## src/rtl/conv_encoder_relu_maxpool_if.sv

```systemverilog
// Pixel stream bundle for the encoder ReLU/max-pool stage.
// master drives pixels in, slave produces pooled pixels.
interface conv_encoder_relu_maxpool_if #(
   parameter int WIDTH = 18
);
   logic                    in_valid;
   logic signed [WIDTH-1:0] in_pixel;
   logic signed [WIDTH-1:0] out_pixel;
   logic                    out_valid;
   logic                    frame_done;

   modport master (
      output in_valid, in_pixel,
      input  out_pixel, out_valid, frame_done
   );

   modport slave (
      input  in_valid, in_pixel,
      output out_pixel, out_valid, frame_done
   );
endinterface

```

## src/rtl/conv_encoder_relu_maxpool.sv

```systemverilog
// Streaming ReLU + 2x2/stride-2 max-pool; a half-row buffer
// keeps the top-row partial maxima of each window.
module conv_encoder_relu_maxpool #(
   parameter int WIDTH = 18,
   parameter int IMG_W = 32,
   parameter int IMG_H = 32
) (
   input logic clk,
   input logic rst,
   conv_encoder_relu_maxpool_if.slave bus
);
   localparam int CW = (IMG_W > 2) ? $clog2(IMG_W) : 1;
   localparam int RW = (IMG_H > 2) ? $clog2(IMG_H) : 1;
   localparam int LW = (IMG_W > 4) ? $clog2(IMG_W / 2) : 1;
   localparam int LN = IMG_W / 2;

   logic [CW-1:0]    col;
   logic [RW-1:0]    row;
   logic [WIDTH-1:0] h;
   logic [WIDTH-1:0] r;
   logic [WIDTH-1:0] hr;
   logic [WIDTH-1:0] lb [LN];
   logic [CW-1:0]    half;
   logic [LW-1:0]    idx;
   logic             col_last;
   logic             row_last;

   function automatic logic [WIDTH-1:0] max2(
      input logic [WIDTH-1:0] a,
      input logic [WIDTH-1:0] b
   );
      return (a > b) ? a : b;
   endfunction

   // After ReLU every operand is non-negative, so unsigned compare is exact.
   always_comb begin
      r        = bus.in_pixel[WIDTH-1] ? '0 : bus.in_pixel;
      hr       = max2(h, r);
      half     = col >> 1;
      idx      = half[LW-1:0];
      col_last = (col == CW'(IMG_W - 1));
      row_last = (row == RW'(IMG_H - 1));
   end

   always_ff @(posedge clk) begin
      if (!rst && bus.in_valid && col[0] && !row[0])
         lb[idx] <= hr;
   end

   always_ff @(posedge clk) begin
      if (rst) begin
         col            <= '0;
         row            <= '0;
         h              <= '0;
         bus.out_pixel  <= '0;
         bus.out_valid  <= 1'b0;
         bus.frame_done <= 1'b0;
      end else begin
         bus.out_valid  <= 1'b0;
         bus.frame_done <= 1'b0;
         if (bus.in_valid) begin
            if (!col[0]) begin
               h <= r;
            end else if (row[0]) begin
               bus.out_pixel  <= max2(lb[idx], hr);
               bus.out_valid  <= 1'b1;
               bus.frame_done <= row_last && col_last;
            end
            if (col_last) begin
               col <= '0;
               row <= row_last ? '0 : row + 1'b1;
            end else begin
               col <= col + 1'b1;
            end
         end
      end
   end
endmodule
```

## src/flat_wrapper.sv

```systemverilog
// flat-port wrapper written by rule: the top's interface ports become plain ports
module conv_encoder_relu_maxpool_flat 
#(
   parameter int WIDTH = 18,
   parameter int IMG_W = 32,
   parameter int IMG_H = 32
)
  (clk, rst, bus_in_valid, bus_in_pixel, bus_out_pixel, bus_out_valid, bus_frame_done);
  conv_encoder_relu_maxpool_if #(.WIDTH(WIDTH)) bus_i ();
  input logic clk;
  input logic rst;
  input wire logic [$bits(bus_i.in_valid)-1:0] bus_in_valid;
  input wire logic [$bits(bus_i.in_pixel)-1:0] bus_in_pixel;
  output wire logic [$bits(bus_i.out_pixel)-1:0] bus_out_pixel;
  output wire logic [$bits(bus_i.out_valid)-1:0] bus_out_valid;
  output wire logic [$bits(bus_i.frame_done)-1:0] bus_frame_done;
  assign bus_i.in_valid = bus_in_valid;
  assign bus_i.in_pixel = bus_in_pixel;
  assign bus_out_pixel = bus_i.out_pixel;
  assign bus_out_valid = bus_i.out_valid;
  assign bus_frame_done = bus_i.frame_done;
  conv_encoder_relu_maxpool #(.WIDTH(WIDTH), .IMG_W(IMG_W), .IMG_H(IMG_H)) u_core (.clk(clk), .rst(rst), .bus(bus_i));
endmodule
```

## config.mk

```make
export PLATFORM = sky130hd
export DESIGN_NAME = conv_encoder_relu_maxpool_flat
export DESIGN_NICKNAME = d
export VERILOG_FILES = /design/src/rtl/conv_encoder_relu_maxpool_if.sv /design/src/rtl/conv_encoder_relu_maxpool.sv /design/src/flat_wrapper.sv
export SDC_FILE = /design/constraint.sdc
export NUM_CORES = 1
export LEC_CHECK = 0
export ABC_AREA = 1
export BUFFER_PORTS_ARGS = -buffer_cell sky130_fd_sc_hd__buf_2
export CORE_ASPECT_RATIO = 0.5
export CORE_MARGIN = 10
export CORE_UTILIZATION = 62
export CTS_CLUSTER_DIAMETER = 120
export DETAILED_ROUTE_END_ITERATION = 8
export GPL_TIMING_DRIVEN = 0
export PLACE_DENSITY = 0.79
export SLEW_MARGIN = 10
export SYNTH_ARGS = -nofsm -noshare
export SYNTH_HDL_FRONTEND = slang
export SYNTH_SLANG_ARGS = --single-unit
```

## constraint.sdc

```tcl
create_clock -name clk -period 4.7 [get_ports clk]
set_input_delay 0.235 -clock clk [delete_from_list [all_inputs] [get_ports clk]]
set_output_delay 0.235 -clock clk [all_outputs]
set_load 0.05 [all_outputs]
```

; After elaboration in Yosys (flattened, before gate mapping)
; Memory sizes are Yosys's and may differ from the RTL's. A register that Yosys moved wholly into a read port is not among the register bits.
; Cells that the tools add are included.
[op_classes]
add_sub_neg = 2
n_lt_le_gt_ge = 2
n_eq_ne = 2
mux = 10
bitwise = 3
reduce_logical = 11
[op_table]
columns = cell, count
row1 = 18-bit greater-than comparator, 2
row2 = 18-bit two-way mux, 2
row3 = 17-bit two-way mux, 1
row4 = "5-bit by 1-bit adder with 5-bit output, second input constant", 2
row5 = "5-bit equality test, second input constant", 2
row6 = 5-bit two-way mux, 2
row7 = 4-bit two-way mux, 2
row8 = 1-bit logical AND, 4
row9 = 2-bit AND reduction, 2
row10 = 4-bit OR reduction, 1
row11 = 1-bit two-way mux, 3
row12 = 1-bit inverter, 3
row13 = 3-bit AND reduction, 1
row14 = 3-bit OR reduction, 1
row15 = 1-bit logical NOT, 2
[word_totals]
register_bits = 48
mem_bits_rw = 288
input_bits = 21
out_inout_bits = 20
wordCells = 37
mem_count = 1
[mem_list]
columns = memory, words, width, read_ports, rd_clocked_by_memory_dff, wr, line
row1 = u_core.lb, 16, 18, 1, 1, 1, conv_encoder_relu_maxpool.sv:22  ; logic [WIDTH-1:0] lb [LN];

; Longest topological paths before layout
; Gate-level depths: netlist of the first run.
[depth]
ltp_word = 6
mapped_depth = 32
ltp_nobuf = 29

; Worst setup path before layout of the first run
; No wires, ideal clock.
[synth_path]
path_type = input to register
from = input bus_in_pixel[17]
to = register u_core.bus.out_pixel[12]
setup_time_ps = 133
arrival_ps = 3574
required_time_ps = 4567
path_slack_ps = 993
cell_stages = 25
n_path_buf = 4
cell_sequence = inv_1 -> clkbuf_1 -> nand2_1 -> ha_1 -> nand2_1 -> nor2_1 -> nand3_2 -> or2_1 -> buf_6 -> nand2_4 -> buf_12 -> nand2_2 -> nand2_1 -> inv_1 -> ha_1 -> nand2_1 -> nor2_1 -> and2_1 -> nand3_1 -> nand3_2 -> nand2_4 -> buf_4 -> nand3_1 -> nand2_1 -> a21oi_2
[synth_via]
elab_chain_cells = 5
[synth_lines]
columns = element, line
row1 = start: declaration, flat_wrapper.sv:13  ; input wire logic [$bits(bus_i.in_pixel)-1:0] bus_in_pixel;
row2 = 17-bit two-way mux (*), conv_encoder_relu_maxpool.sv:37  ; r = bus.in_pixel[WIDTH-1] ? '0 : bus.in_pixel;
row3 = 18-bit greater-than comparator, conv_encoder_relu_maxpool.sv:32  ; return (a > b) ? a : b;
row4 = 18-bit two-way mux (*), conv_encoder_relu_maxpool.sv:32
row5 = net u_core.hr[5], conv_encoder_relu_maxpool.sv:21  ; logic [WIDTH-1:0] hr;
row6 = 18-bit greater-than comparator (*), conv_encoder_relu_maxpool.sv:32
row7 = 18-bit two-way mux (*), conv_encoder_relu_maxpool.sv:32
row8 = end signal: assignment, conv_encoder_relu_maxpool.sv:65  ; bus.out_pixel <= max2(lb[idx], hr);
row9 = end: declaration, conv_encoder_relu_maxpool_if.sv:19  ; output out_pixel, out_valid, frame_done
; Mark *: on every way through the listed nets, which the timed path passes. The rest lies on a longest branch.
; A chain may end at the register's enable or synchronous reset.

; Worst setup path in the final report of the first run
[layout_path]
from = input bus_in_pixel[17]
to = register u_core.bus.out_pixel[10]
; The elaborated chain is that of the path after synthesis.

==> flow_metrics.tcl, run 1 <==
set metrics [dict create \
    cts_root_buf "clkbuf_16" \
    synth_xor_area_share_pct 0.0603 \
    setup_viol 0 \
    worstHoldStart "bus_in_pixel[4]" \
    required_ns 5.16 \
    fin_crit_ns 4.47 \
    tightest_slew_ns 0.826 \
    drc 0 \
    synthAdderAreaFrac_pct 3.27 \
    htreeDepth 1 \
    grt_start_max_net_pins 18 \
    p_int_w 0.00456 \
    rsz0062_at_grt "false" \
    antenna_left 0 \
    ys_top_cells_by_area "edfxtp_1 56%, dfxtp_1 6.9%, nand2_1 5.3%" \
    path_max_fanout 17 \
    place_congestion 0.996 \
    synthCells 1372 \
    setup.worst_path.start "bus_in_pixel[17]" \
    fp-row-count 39 \
    synth.distinct_cells 38 \
    cts_buffer_depth 3 \
    core_area_um2 22900 \
    post_cts_buffers 0 \
    drtIter0Drc 1420 \
    antenna_found_initial 0 \
    rrSetupSlack_ns 0.51 \
    synth_area_per_cell_um2 10.6 \
    finalHoldViolations 0 \
    cellPowerDensity_nw_per_um2 378 \
    final_cell_mix "272 x edfxtp_1, 200 x nand2_1, 200 x inv_1, 146 x nand3_1, 103 x a21oi_1" \
    clockPowerShare_pct 35.0 \
    cts_tree "yes" \
    fin_area_um2 16300 \
    drv_slew 0 \
    dieHeight_um 128 \
    switching_share_pct 25.7 \
    setup_tns_ns 0 \
    yosys_warnings 0 \
    endpoint_kind "flop" \
    fmax_mhz 224 \
    syn-cell-area_um2 14500 \
    clock-sinks 322 \
    crit_end "u_core.bus.out_pixel[10]" \
    synth-seq-area-share_pct 63.1 \
    initial_core_util_pct 63.3 \
    crit_type "in2reg" \
    combPwrFrac_pct 12.8 \
    yosysTopAreaCell "edfxtp_1" \
    grt_pass1_wl_um 57600 \
    synth_compound_gate_area_share_pct 11.2 \
    gr-total-overflow 0 \
    grt_util_all_layers_pct 24.3 \
    insertion_delay_ns 0.56 \
    place_area_um2 15400 \
    n_antenna_cell 0 \
    drtPass1Iterations 6 \
    area_growth_syn_to_layout_pct 11.9 \
    layout-drive-gt1-share_pct 13.1 \
    fin_crit_sh_pct 95.1 \
    die_w_um 236 \
    status "finished clean" \
    portBuffers 39 \
    p_switching_w 0.00158 \
    p_seq_share_pct 52.2 \
    wirelength_um 37700 \
    numCtsBuffers 28 \
    syn_nets 1431 \
    synth_top_area_share_pct 56.2 \
    wl_per_cell_um 21.1 \
    grt_pass1_vias 10300 \
    r2r_end "u_core.bus.out_pixel[10]" \
    cp.arrival_ns 4.93 \
    ys_ff_latch 322 \
    hpwl_um 26000 \
    synth_mux_area_share_pct 0 \
    via_per_inst 6.00 \
    synth-simple-area-share_pct 13.9 \
    final_net_count 1517 \
    p_leak_nw 6.36 \
    final_common_cell "edfxtp_1" \
    fillCellCount 1592 \
    path_clk_slew_ns 0.07 \
    cp-start-kind "primary input" \
    vias 10700 \
    ios 41 \
    ir_drop_uv 286 \
    reg2reg_depth 22 \
    timing.slew.headroom_pct 44.8 \
    skew_ns 0.0316 \
    fin_hold_ws_ns 0.00554 \
    crit-reg2reg-launch "u_core.h[15]" \
    synth_top_family_by_area "simple AND/OR/NAND/NOR gates" \
    hp-class "in2reg" \
    dieArea_um2 30300 \
    drv_cap 0 \
]
==> state kept, by name, summed over array words and instances, names as in the netlist, named ones only <==
register	flops
u_core.lb	272
u_core.bus.out_pixel	17
u_core.h	17
u_core.col	5
u_core.row	5
u_core.bus.frame_done	1
u_core.bus.out_valid	1
==> worst min path at each step <==
stage / endpoint / depth (start not counted)
5_1_grt: u_core.h[4] / 3
6_report: u_core.h[4] / 3
2_1_floorplan: u_core.h[16] / 2
4_1_cts: u_core.h[4] / 3
3_3_place_gp: u_core.bus.out_pixel[10] / 2
3_5_place_dp: u_core.bus.out_pixel[2] / 2
==> synthesized netlist by cell type, drive strengths merged <==
cell type	number
a21o	2
a21oi	115
a31oi	1
and2	2
and3	1
buf	49
clkbuf	23
clkinv	2
conb	1
dfxtp	50
dlygate4sd1	1
edfxtp	272
ha	38
inv	201
nand2	217
nand3	153
nand4	5
nor2	66
nor3	9
o211ai	68
o21ai	92
o21bai	2
or2	1
xor2	1
==> worst max-delay path, stage by stage <==
cell and delay, ns:
buf_2 0.10, inv_1 0.14, clkbuf_1 0.41, nand2_1 0.22, ha_1 0.36, nand2_1 0.06, nor2_2 0.16, o21ai_0 0.14
nor2_1 0.12, nor2_1 0.06, nand2_2 0.18, clkbuf_8 0.21, nand3_1 0.10, nand2_1 0.63, inv_1 0.10, ha_1 0.30
nand2_1 0.06, nor2_1 0.13, and2_1 0.18, nand3_1 0.10, nand3_2 0.19, nand2_4 0.13, buf_6 0.17, nand3_1 0.11
nand3_1 0.13, a21oi_1 0.18
==> stage by stage <==
stage / total power [W] / util, % / std cells / worst slack (ns)
after global routing: 0.00633 / 70.9 / 1785 / 0.0315
after floorplan: 0.00377 / - / 1372 / 0.993
after detailed placement: 0.00403 / 67.2 / 1734 / -0.262
final: 0.00614 / 70.9 / 1785 / 0.229
after CTS: 0.00613 / 70.8 / 1785 / 0.301
after global placement: 0.00400 / 65.8 / 1718 / -0.0340
==> final cells by class <==
| cell class | instances | area [um2] | share of cell area [%] |
|---|---|---|---|
| flip-flops and latches | 322 | 9170 | 56.4 |
| multi-input cells | 774 | 4180 | 25.7 |
| inverters | 203 | 762 | 4.69 |
| clock buffers | 34 | 723 | 4.45 |
| repair buffers | 56 | 470 | 2.89 |
| plain buffers | 73 | 460 | 2.83 |
| well taps | 307 | 384 | 2.36 |
| clock inverters | 16 | 104 | 0.639 |
==> timing repair <==
item	in CTS	in global routing
hold buffers	1	0
gates resized for setup	0	4
setup endpoints to repair	0	15
hold endpoints to repair	1	0
==> logic make-up after synthesis <==
family / after synthesis
xor+xnor: 1
fa+ha+maj: 38
flops: 322
compound gates: 280
buf+inv: 276
simple gates: 454
other cells: 1
==> metal layers <==
metal	share of wire [%]	global-route usage, %
met1	40	32.9
met2	46	39.2
met3	12	4.71
met4	2.7	7.15
met5	0	0
==> power groups by stage <==
stage | clock [W] | sequential [W] | combinational, W
after floorplan | 0 | 0.00326 | 0.000517
after global placement | 0 | 0.00327 | 0.000731
after detailed placement | 0 | 0.00327 | 0.000760
after CTS | 0.00215 | 0.00320 | 0.000766
after global routing | 0.00227 | 0.00320 | 0.000860
final | 0.00215 | 0.00320 | 0.000786
(Power assumes the default switching activity.)
==> run 2: changes to the inputs <==
--- a/config.mk
+++ b/config.mk
@@ -5,7 +5,6 @@
 export SDC_FILE = /design/constraint.sdc
 export NUM_CORES = 1
 export LEC_CHECK = 0
-export ABC_AREA = 1
 export BUFFER_PORTS_ARGS = -buffer_cell sky130_fd_sc_hd__buf_2
 export CORE_ASPECT_RATIO = 0.5
 export CORE_MARGIN = 10
==> flow_metrics.tcl, run 2 <==
set metrics [dict create \
    wirelength_um 31300 \
    fmax_mhz 218 \
    place_congestion 0.860 \
    crit_type "reg2reg" \
    ios 41 \
    synth_commonest_cells "272 x edfxtp_1, 80 x mux4_2, 50 x dfxtp_1" \
    synth.distinct_cells 47 \
    gr-total-overflow 0 \
    p_int_w 0.00467 \
    drv_cap 0 \
    place_area_um2 14300 \
    path_clk_slew_ns 0.07 \
    drv_slew 0 \
    largest_register "u_core.lb" \
    drtIter0Drc 926 \
    cts_root_buf "clkbuf_16" \
    fp-row-count 37 \
    ctsHoldBuffers 0 \
    yosysMostFrequentCell "edfxtp_1" \
    final_net_count 920 \
    n_antenna_cell 0 \
    dieHeight_um 124 \
    fin_crit_sh_pct 97.8 \
    portBuffers 39 \
    drtPass1Iterations 5 \
    finalHoldViolations 0 \
    final_common_cell "edfxtp_1" \
    grt_util_all_layers_pct 22.2 \
    clock-sinks 322 \
    via_per_inst 6.55 \
    reg.largest.list "u_core.lb: 272 flops, u_core.bus.out_pixel: 17 flops, u_core.h: 17 flops" \
    grt_pass1_vias 7809 \
    ys_top_cells_by_area "edfxtp_1 61%, mux4_2 13%, dfxtp_1 7.5%" \
    antenna_left 0 \
    grt_pass1_wl_um 47200 \
    synth_edf_count 272 \
    final_cell_mix "272 x edfxtp_1, 80 x mux4_2, 50 x dfxtp_1, 47 x buf_2, 44 x nand2_1" \
    cts_tree "yes" \
    hp-class "in2reg" \
    syn-cell-area_um2 13400 \
    setup_viol 0 \
    status "finished clean" \
    grt_start_max_net_pins 19 \
    cp.arrival_ns 5.00 \
    p_seq_share_pct 52.8 \
    timing.slew.headroom_pct 24.4 \
    p_leak_nw 5.18 \
    switching_share_pct 21.4 \
    die_w_um 228 \
    clockPowerShare_pct 40.3 \
    ir_drop_uv 228 \
    endpoint_kind "flop" \
    numCtsBuffers 27 \
    ys_ff_latch 322 \
    cp-start-kind "flop" \
    skew_ns 0.0149 \
    synth-seq-area-share_pct 68.3 \
    antenna_found_initial 0 \
    synth_top_area_share_pct 60.8 \
    initial_core_util_pct 64.2 \
    drc 0 \
    synthFlopType "edfxtp_1" \
    cts_buffer_depth 3 \
    p_switching_w 0.00127 \
    insertion_delay_ns 0.53 \
    required_ns 5.11 \
    tightest_slew_ns 1.13 \
    synthCells 771 \
    syn_nets 830 \
    yosys_warnings 0 \
    synthArstFlopShare_pct 0 \
    finalPower_w 0.00594 \
    hpwl_um 20700 \
    core_area_um2 20900 \
    area_growth_syn_to_layout_pct 14.1 \
    layout-drive-gt1-share_pct 27.6 \
    synth_area_per_cell_um2 17.4 \
    vias 7680 \
    htreeDepth 1 \
    largest_reg_flops 272 \
    fin_crit_ns 4.59 \
    cellPowerDensity_nw_per_um2 388 \
    path_max_fanout 10 \
    wl_per_cell_um 26.7 \
    yosysTopAreaCell "edfxtp_1" \
    combPwrFrac_pct 6.9 \
    fin_area_um2 15300 \
    dieArea_um2 28300 \
]
-- run 2: routing by layer --
layer  wire length, um  GRT usage, %  share of wire (%)
met2             14700          35.6                 47
met5                 0             0                  0
met1             12300          29.2                 39
met3              3530          6.42                 11
met4               831          7.41                2.7
-- run 2: cells by family (layout without fill, tap and decap cells) --
group,Yosys count,in the layout,share of synthesized area [%]
compound gates,81,81,4.13
fa+ha+maj,38,38,3.54
buf+inv,73,183,2.56
flops,322,322,68.3
mux,104,104,15.8
other cells,1,1,0.0279
simple gates,152,152,5.65
-- run 2: path summary, 6_finish.rpt --
check	to	cells past startpoint	start	slack (ns)
setup reg to reg	u_core.bus.out_pixel[9]	12	flop	0.11
setup / recovery	u_core.bus.out_pixel[9]	12	flop	0.11
hold / removal	u_core.h[9]	4	bus_in_pixel[9]	0.09
hold reg to reg	u_core.h[14]	2	u_core.h[14]	0.48
-- run 2: through the flow --
step                setup WS, ns  utilization [%]  setup TNS, ns  instances  hold slack, ns
finish                     0.106             73.3              0       1173          0.0906
floorplan                  0.562                -              0        771           0.420
global placement           -1.26             66.9         -16.94       1102           0.453
detailed placement         -1.45             68.3         -19.62       1122           0.466
global route             -0.0239             73.3        -0.0506       1173           0.107
CTS                       0.0618             73.0              0       1173          0.0754
-- run 2: what timing repair did --
action	in CTS	in global routing
setup endpoints to repair	15	10
pin swaps	1	1
buffers inserted	2	0
gates resized for setup	7	12
-- run 2: cell type report --
type                       count  area [um2]
fill                        1221        5600
inverter                      38         146
buffer                        35         205
clock inverter                16         236
sequential                   322        9170
clock buffer                  33         718
timing repair buffer          61         450
tap                          292         365
multi-input combinational    376        4040
-- run 2: critical path: stages, from the launching register on --
cell and delay (ns):
dfxtp_1 0.32, clkbuf_1 0.26, clkbuf_1 0.72, mux4_2 0.43
mux4_2 0.50, ha_1 0.31, a211oi_1 0.23, nor2_1 0.09
a2111oi_2 0.53, and3_1 0.32, nor3_4 0.10, clkbuf_2 0.26
a221o_1 0.37
-- run 2: power by group through the flow --
stage | Combinational [W] | Clock [W] | Sequential (W)
6_report | 0.000411 | 0.00239 | 0.00314
5_1_grt | 0.000446 | 0.00251 | 0.00314
4_1_cts | 0.000395 | 0.00241 | 0.00314
3_5_place_dp | 0.000381 | 0 | 0.00320
3_3_place_gp | 0.000362 | 0 | 0.00320
2_1_floorplan | 0.000270 | 0 | 0.00320
==> run 3: changes to the inputs <==
--- a/config.mk
+++ b/config.mk
@@ -12,7 +12,7 @@
 export CTS_CLUSTER_DIAMETER = 120
 export DETAILED_ROUTE_END_ITERATION = 8
 export GPL_TIMING_DRIVEN = 0
-export PLACE_DENSITY = 0.79
+export PLACE_DENSITY_LB_ADDON = 0.25
 export SLEW_MARGIN = 10
 export SYNTH_ARGS = -nofsm -noshare
 export SYNTH_HDL_FRONTEND = slang
==> flow_metrics.tcl, run 3 (synthesized netlist as in run 2, its figures left out) <==
set metrics [dict create \
    skew_ns 0.00959 \
    setup_viol 0 \
    clock-sinks 322 \
    portBuffers 39 \
    drv_slew 0 \
    vias 7567 \
    dieHeight_um 124 \
    largest_reg_flops 272 \
    endpoint_kind "flop" \
    cellPowerDensity_nw_per_um2 392 \
    ctsHoldBuffers 0 \
    drc 0 \
    cp.arrival_ns 5.06 \
    crit_type "reg2reg" \
    cts_buffer_depth 3 \
    place_area_um2 14300 \
    initial_core_util_pct 64.2 \
    final_core_util_pct 73.3 \
    cts_tree "yes" \
    core_area_um2 20900 \
    final_common_cell "edfxtp_1" \
    p_leak_nw 5.18 \
    drv_cap 0 \
    drtPass1Iterations 5 \
    ir_drop_uv 237 \
    grt_pass1_vias 7609 \
    hp-class "in2reg" \
    fin_crit_sh_pct 97.7 \
    cp-start-kind "flop" \
    gr-total-overflow 0 \
    place_congestion 0.840 \
    final_net_count 921 \
    grt_pass1_wl_um 47000 \
    largest_register "u_core.lb" \
    via_per_inst 6.45 \
    worst_slack_ns 0.110 \
    fp-row-count 37 \
    wirelength_um 31400 \
    reg.largest.list "u_core.lb: 272 flops, u_core.bus.out_pixel: 17 flops, u_core.h: 17 flops" \
    htreeDepth 1 \
    numCtsBuffers 27 \
    grt_util_all_layers_pct 22.2 \
    insertion_delay_ns 0.54 \
    tightest_slew_ns 0.978 \
    hpwl_um 21000 \
    cts_root_buf "clkbuf_16" \
    place_ws_ns -0.986 \
    dieArea_um2 28300 \
    die_w_um 228 \
    fin_hold_ws_ns 0.0758 \
    finalPower_w 0.00601 \
    timing.slew.headroom_pct 34.8 \
    path_max_fanout 10 \
    grt_start_max_net_pins 19 \
    drtIter0Drc 949 \
    fin_crit_ns 4.59 \
    finalHoldViolations 0 \
    area_growth_syn_to_layout_pct 14.2 \
    path_clk_slew_ns 0.07 \
    final_cell_mix "272 x edfxtp_1, 80 x mux4_2, 50 x dfxtp_1, 47 x buf_2, 44 x nand2_1" \
    required_ns 5.17 \
    ios 41 \
    fmax_mhz 218 \
    antenna_left 0 \
    wl_per_cell_um 26.7 \
    status "finished clean" \
    n_antenna_cell 0 \
    antenna_found_initial 1 \
    fin_area_um2 15300 \
    layout-drive-gt1-share_pct 27.9 \
]
[run 3: critical path: stages (launching register included)]
cell       delay [ns]
dfxtp_1          0.32
clkbuf_1         0.29
buf_2            0.38
clkbuf_1         0.55
mux4_2           0.43
mux4_2           0.55
ha_1             0.34
a21o_1           0.20
a2111oi_4        0.44
nand3_1          0.27
a21oi_4          0.28
buf_2            0.29
a221o_1          0.20
[run 3: timing repair]
item                                    in CTS  in global routing
buffers inserted                             2                  1
endpoints found under the setup margin      15                 12
pin swaps                                    1                  0
cloned                                       0                  0
gates resized for setup                      5                  8
[run 3: final timing paths]
kind | start | end | slack (ns) | depth (start not counted)
worst min register to register | u_core.h[8] | u_core.h[8] | 0.47 | 2
worst max-delay path | flop | u_core.bus.out_pixel[7] | 0.11 | 12
worst max register to register | flop | u_core.bus.out_pixel[7] | 0.11 | 12
worst min-delay path | bus_in_pixel[12] | u_core.h[12] | 0.08 | 4
[run 3: report_power, final]
group	internal [W]	switching [W]
Clock	0.00142	0.00104
Combinational	0.000159	0.000249
Sequential	0.00313	0.00000893
[run 3: metrics by stage]
stage	instances	TNS, ns
5_1_grt	1174	-0.680
3_3_place_gp	1102	-11.41
2_1_floorplan	771	0
6_report	1174	0
3_5_place_dp	1122	-12.91
4_1_cts	1173	0
[run 3: area by class of cell]
type                            instances  area (um2)
Tap cell                              292         365
Inverter                               38         146
Buffer                                 35         204
Fill cell                            1230        5590
Sequential cell                       322        9170
Clock inverter                         19         268
Timing Repair Buffer                   62         462
Multi-Input combinational cell        376        4020
Clock buffer                           30         707
[run 3: layer usage]
| layer | vias up | GRT usage, % | part of all wire [%] |
|---|---|---|---|
| met5 | - | 0 | 0.064 |
| met4 | 2 | 5.17 | 2.5 |
| met3 | 71 | 6.85 | 12 |
| met2 | 444 | 36.6 | 47 |
| met1 | 3811 | 29.0 | 39 |
| li1 | 3239 | - | - |
